$ cat src/rtl/debug_ctrl_sender.sv
// Debug control-message sender: queues start/stop/kill commands and serialises them to the Messenger.
// Optional DBG_BCAST_EN: dest 4'hF is accepted and expanded to every core except SRC_ID.
module debug_ctrl_sender #(
  parameter int DEPTH  = 4,
  parameter int NCORES = 14,
  parameter int SRC_ID = 1
) (
  input  logic        i_clock,
  input  logic        i_reset_n,
  input  logic        i_cmd_valid,
  input  logic [1:0]  i_cmd_type,
  input  logic [3:0]  i_cmd_dest,
  output logic        o_cmd_ready,
  output logic        o_msg_valid,
  output logic [3:0]  o_msg_dest,
  output logic [3:0]  o_msg_src,
  output logic [3:0]  o_msg_type,
  input  logic        i_msg_accept,
  output logic        o_bad_cmd,
  output logic        o_idle,
  output logic [15:0] o_sent_count
);

  // state  | meaning
  // IDLE   | no message presented; pops the FIFO head when one exists
  // SEND   | single-target message presented, waiting for msgAccept
  // BCAST  | broadcast in progress, one target per accepted message
  localparam int AW = $clog2(DEPTH);
  localparam logic [3:0] LP_SRC = 4'(SRC_ID);
  localparam logic [4:0] LP_NC  = 5'(NCORES);

  typedef enum logic [1:0] {
    ST_IDLE,
`ifdef DBG_BCAST_EN
    ST_BCAST,
`endif
    ST_SEND
  } state_t;

  state_t          r_state, w_state_nxt;
  logic [5:0]      r_mem [DEPTH];
  logic [AW-1:0]   r_wr_ptr, r_rd_ptr;
  logic [AW:0]     r_count;
  logic [3:0]      r_msg_dest, w_dest_nxt;
  logic [1:0]      r_msg_type, w_type_nxt;
  logic            r_bad_cmd;
  logic [15:0]     r_sent_count;
  logic            w_full, w_empty, w_take, w_bad, w_push, w_pop, w_load, w_sent_inc;
  logic            w_bcast_legal;
  logic [5:0]      w_head;

  assign w_full  = (r_count == (AW+1)'(DEPTH));
  assign w_empty = (r_count == '0);
  assign w_head  = r_mem[r_rd_ptr];

`ifdef DBG_BCAST_EN
  localparam logic [3:0] LP_FIRST = (SRC_ID == 0) ? 4'd1 : 4'd0;
  logic [4:0] w_dest_inc, w_dest_step;
  logic       w_bcast_last;
  assign w_bcast_legal = (i_cmd_dest == 4'hF);
  assign w_dest_inc    = {1'b0, r_msg_dest} + 5'd1;
  assign w_dest_step   = (w_dest_inc == {1'b0, LP_SRC}) ? w_dest_inc + 5'd1 : w_dest_inc;
  assign w_bcast_last  = (w_dest_step >= LP_NC);
`else
  assign w_bcast_legal = 1'b0;
`endif

  assign w_take = i_cmd_valid & ~w_full;
  assign w_bad  = (i_cmd_type == 2'd3) | (i_cmd_dest == LP_SRC) |
                  (({1'b0, i_cmd_dest} >= LP_NC) & ~w_bcast_legal);
  assign w_push = w_take & ~w_bad;

  always_comb begin
    w_state_nxt = r_state;
    w_dest_nxt  = r_msg_dest;
    w_type_nxt  = r_msg_type;
    w_load      = 1'b0;
    w_sent_inc  = 1'b0;
    case (r_state)
      ST_IDLE: if (!w_empty) w_load = 1'b1;
      ST_SEND: begin
        if (i_msg_accept) begin
          w_sent_inc = 1'b1;
          if (!w_empty) w_load = 1'b1;
          else          w_state_nxt = ST_IDLE;
        end
      end
`ifdef DBG_BCAST_EN
      ST_BCAST: begin
        if (i_msg_accept) begin
          w_sent_inc = 1'b1;
          if (!w_bcast_last) w_dest_nxt = w_dest_step[3:0];
          else if (!w_empty) w_load = 1'b1;
          else               w_state_nxt = ST_IDLE;
        end
      end
`endif
      default: w_state_nxt = ST_IDLE;
    endcase
    // Loading the head on the accepting edge gives back-to-back messages.
    if (w_load) begin
      w_type_nxt = w_head[5:4];
`ifdef DBG_BCAST_EN
      if (w_head[3:0] == 4'hF) begin
        w_dest_nxt  = LP_FIRST;
        w_state_nxt = ST_BCAST;
      end else begin
        w_dest_nxt  = w_head[3:0];
        w_state_nxt = ST_SEND;
      end
`else
      w_dest_nxt  = w_head[3:0];
      w_state_nxt = ST_SEND;
`endif
    end
  end

  assign w_pop = w_load;

  always_ff @(posedge i_clock or negedge i_reset_n) begin
    if (!i_reset_n) begin
      r_state      <= ST_IDLE;
      r_msg_dest   <= '0;
      r_msg_type   <= '0;
      r_bad_cmd    <= 1'b0;
      r_sent_count <= '0;
      r_wr_ptr     <= '0;
      r_rd_ptr     <= '0;
      r_count      <= '0;
    end else begin
      r_state    <= w_state_nxt;
      r_msg_dest <= w_dest_nxt;
      r_msg_type <= w_type_nxt;
      r_bad_cmd  <= w_take & w_bad;
      if (w_sent_inc) r_sent_count <= r_sent_count + 16'd1;
      if (w_push)     r_wr_ptr     <= r_wr_ptr + AW'(1);
      if (w_pop)      r_rd_ptr     <= r_rd_ptr + AW'(1);
      case ({w_push, w_pop})
        2'b10:   r_count <= r_count + (AW+1)'(1);
        2'b01:   r_count <= r_count - (AW+1)'(1);
        default: r_count <= r_count;
      endcase
    end
  end

  always_ff @(posedge i_clock) begin
    if (w_push) r_mem[r_wr_ptr] <= {i_cmd_type, i_cmd_dest};
  end

  assign o_cmd_ready  = ~w_full;
  assign o_msg_valid  = (r_state != ST_IDLE);
  assign o_msg_dest   = r_msg_dest;
  assign o_msg_src    = LP_SRC;
  assign o_msg_type   = {2'b00, r_msg_type};
  assign o_bad_cmd    = r_bad_cmd;
  assign o_idle       = w_empty & (r_state == ST_IDLE);
  assign o_sent_count = r_sent_count;

endmodule
$ cat config.mk
export PLATFORM = sky130hd
export DESIGN_NAME = debug_ctrl_sender
export DESIGN_NICKNAME = d
export VERILOG_FILES = /design/src/rtl/debug_ctrl_sender.sv
export SDC_FILE = /design/constraint.sdc
export NUM_CORES = 1
export LEC_CHECK = 0
export ABC_AREA = 1
export CORE_UTILIZATION = 53
export CTS_CLUSTER_SIZE = 20
export DETAILED_ROUTE_END_ITERATION = 10
export PLACE_DENSITY = 0.89
export SKIP_LAST_GASP = 1
export SYNTH_ARGS = -nofsm -noshare
export SYNTH_HDL_FRONTEND = slang
export SYNTH_SLANG_ARGS = --single-unit
$ cat constraint.sdc
create_clock -name i_clock -period 2.3 [get_ports i_clock]
set_clock_uncertainty 0.05 [all_clocks]
set_input_delay 0.46 -clock i_clock [delete_from_list [all_inputs] [get_ports i_clock]]
set_output_delay 0.46 -clock i_clock [all_outputs]
set_load 0.01 [all_outputs]
==> run_results.csv <==
group,metric,value,unit
run_status,outcome,"finished clean",
grt,initial_antenna_violation_count,0,
die,die_width,71.9,microns
finish,num-nets-final,343,
drt,antenna_violating_nets_post_route,0,
finish,antenna-diode-count,0,
placed_design,place_area,0.00311,sq mm
die,die-height,71.9,microns
finish,most-common-layout-cells,"59 x sky130_fd_sc_hd__nor2_1, 47 x sky130_fd_sc_hd__nand2_1, 35 x sky130_fd_sc_hd__clkdlybuf4s50_1",
timing,unrepaired_setup_endpoints_after_global_routing,"no",
finish,postLayoutCoreUtil,0.679,
critical_path,worstPathArrival,2.37,ns
die,fp.coreArea,0.00472,sq mm
drt,detail_route.wirelength,4750,microns
flow_run,drv_cap,0,
logic_synthesis,ys_warn_count,0,
clock_network,clk-insertion-delay-late,0.31,ns
power_and_ir_drop,p_leak,1.43,nW
clock_network,clkTransAtPathRegs,0.10,ns
clock_network,cts_buffers,5,
die,start_util,0.548,
clock_network,cts.sink_count,55,
placed_design,dpl.hpwl,3440,microns
drt,detailedRoute.firstPassIterationCount,4,
grt,grt_pass1_wl,8110,microns
logic_synthesis,post_synth_instance_area,0.00259,sq mm
critical_path,regToRegSetupSlack,0.30,ns
drt,drcViolationCount,0,
timing,setup_slack,0.119,ns
logic_synthesis,synth.lib_cells_used.distinct,26,
clock_network,cts_max_level,2,
critical_path,crit_path_start_kind,"primary input",
grt,grt_use_total,0.205,
placed_design,gp_routability_congestion,0.848,
timing,setup_viol_count_final,0,
placed_design,port-buffer-count,35,
logic_synthesis,synth_seq_cells,55,
finish,final_layout_size_suffix_gt1_frac,0.122,
die,std_cell_rows,25,
clock_network,tritoncts,"done",
clock_network,post_cts_resized,0,
clock_network,cts.repair_timing.setup_buffer_count,0,
finish,number_of_fill_cells,340,
logic_synthesis,synthesized_area_per_cell,9.54,sq um
clock_network,hold_buffers,0,
timing,setup_total_negative_slack,0,ns
timing,timing_hold_violations_final,0,
timing,final_period_minus_worst_setup_slack,2.18,ns
critical_path,cp_data_required_time,2.48,ns
worst_hold_path,min_path_type,"reg -> reg",
logic_synthesis,main_combinational_cell_family_by_area_after_synthesis,"simple AND/OR/NAND/NOR gates",
clock_network,cts_max_path_buffers,2,
timing,post-route-period-util,0.948,
clock_network,clock_tree.root_cell,"sky130_fd_sc_hd__clkbuf_8",
grt,number_of_global_route_vias_before_repair,1808,
logic_synthesis,seq_area_frac_synth,0.579,
finish,commonest_non_fill_non_tap_cell_in_the_layout,"sky130_fd_sc_hd__nor2_1",
critical_path,timing.critical_path.to_type,"register",
grt,global_route.overflow_total,0,
drt,post_detailed_route_via_to_cell_ratio,4.79,
critical_path,critical_path_class,"in -> reg",
drt,dr_total_vias,1886,
timing,fmax,458,MHz
critical_path,worst-path-max-fanout,6,
finish,layout-area-overhead-vs-synth,23.9,%
grt,maximum_number_of_pins_on_one_net_before_global_route_repair,32,
timing,timing.final.max_slew_violations,0,
logic_synthesis,share_of_cell_area_taken_by_muxes_after_synthesis,0,
logic_synthesis,synth_fa_ha_area_frac,0.0368,
logic_synthesis,synth_xor_area_frac,0.0469,
placed_design,detailedPlace.worstSlack,-0.186,ns
finish,postLayoutCellArea,0.00321,sq mm
die,ioPinCount,42,
power_and_ir_drop,powerDensity,1070,mW/mm^2
logic_synthesis,netlist_instances,271,
logic_synthesis,area_fraction_in_compound_gates_after_synthesis,0.0464,
power_and_ir_drop,power.total,3.44,mW
power_and_ir_drop,worst_ir_drop_vdd,0.742,mV
drt,post_drt_wl_per_cell,12.1,microns
drt,first_iter_violations,204,
die,fp.dieArea,0.00516,sq mm
logic_synthesis,synth_simple_gate_area_frac,0.218,
[Yosys cell counts (all sizes together)]
cell type | count | area [sq um]
nor2 | 64 | 263
nand2 | 51 | 211
dfrtp | 31 | 776
inv | 31 | 121
edfxtp | 24 | 721
o21ai | 15 | 75.1
nand3 | 12 | 60.1
buf | 9 | 60.1
xor2 | 7 | 68.8
a21oi | 6 | 30.0
ha | 6 | 75.1
xnor2 | 6 | 52.6
conb | 2 | 7.51
nand3b | 2 | 15.0
nor3 | 2 | 15.0
o21bai | 2 | 15.0
fa | 1 | 20.0
[worst max-delay path, stage by stage]
cell	delay (ns)
sky130_fd_sc_hd__clkdlybuf4s50_1	0.58
sky130_fd_sc_hd__nand3_1	0.10
sky130_fd_sc_hd__nand3_1	0.14
sky130_fd_sc_hd__nor2_2	0.06
sky130_fd_sc_hd__inv_2	0.05
sky130_fd_sc_hd__ha_1	0.13
sky130_fd_sc_hd__inv_1	0.06
sky130_fd_sc_hd__fa_1	0.40
sky130_fd_sc_hd__nor2_1	0.12
sky130_fd_sc_hd__nor2_1	0.04
sky130_fd_sc_hd__nand2_1	0.06
sky130_fd_sc_hd__xor2_1	0.16
[final timing paths]
path                                       start          endpoint  cells after the start
worst max register to register        r_count[1]        r_count[2]                     12
max in group asynchronous              i_reset_n        r_state[0]                      2
worst max-delay path               i_cmd_dest[1]        r_count[2]                     12
min in group asynchronous              i_reset_n     r_msg_type[0]                      2
worst min register to register  o_sent_count[15]  o_sent_count[15]                      2
worst min-delay path            o_sent_count[15]  o_sent_count[15]                      2
[sequential cells by signal, summed over array words and instances, names as in the netlist]
register / flops
r_count: 3
r_wr_ptr: 2
o_msg_dest: 4
o_bad_cmd: 1
o_sent_count: 16
r_mem: 24
r_msg_type: 2
r_state: 1
r_rd_ptr: 2
[logic make-up (layout without fill, tap and decap cells)]
family / count (synthesis) / after routing
simple gates: 131 / 131
flops: 55 / 55
buf+inv: 40 / 92
compound gates: 23 / 23
xor+xnor: 13 / 13
fa+ha+maj: 7 / 7
other cells: 2 / 6
[through the flow]
step	hold WS [ns]	cells
final	0.440	394
after floorplan	0.114	275
after CTS	0.448	394
after global placement	0.425	386
after detailed placement	0.426	386
after global routing	0.471	394
[per-layer routing]
layer	up-vias	wire, microns	part of all wire	GRT usage
li1	950	-	-	-
met1	863	2120	0.45	0.279
met2	67	2320	0.49	0.330
met3	6	254	0.053	0.0450
met4	0	56	0.012	0.0675
met5	-	0	0	0
[area by class of cell]
type | count | area (sq um) | share of cell area
inverters | 31 | 121 | 0.0379
clock inverters | 3 | 26.3 | 0.00820
repair buffers | 53 | 485 | 0.151
well taps | 67 | 83.8 | 0.0262
flip-flops and latches | 55 | 1500 | 0.467
clock buffers | 5 | 68.8 | 0.0215
multi-input cells | 180 | 923 | 0.288
[power breakdown]
part,internal [mW],total [mW],switching (mW)
Clock,0.224,0.551,0.327
Sequential,1.27,1.51,0.240
Combinational,0.647,1.37,0.726
Note: power is estimated with default switching activity, not from simulation.
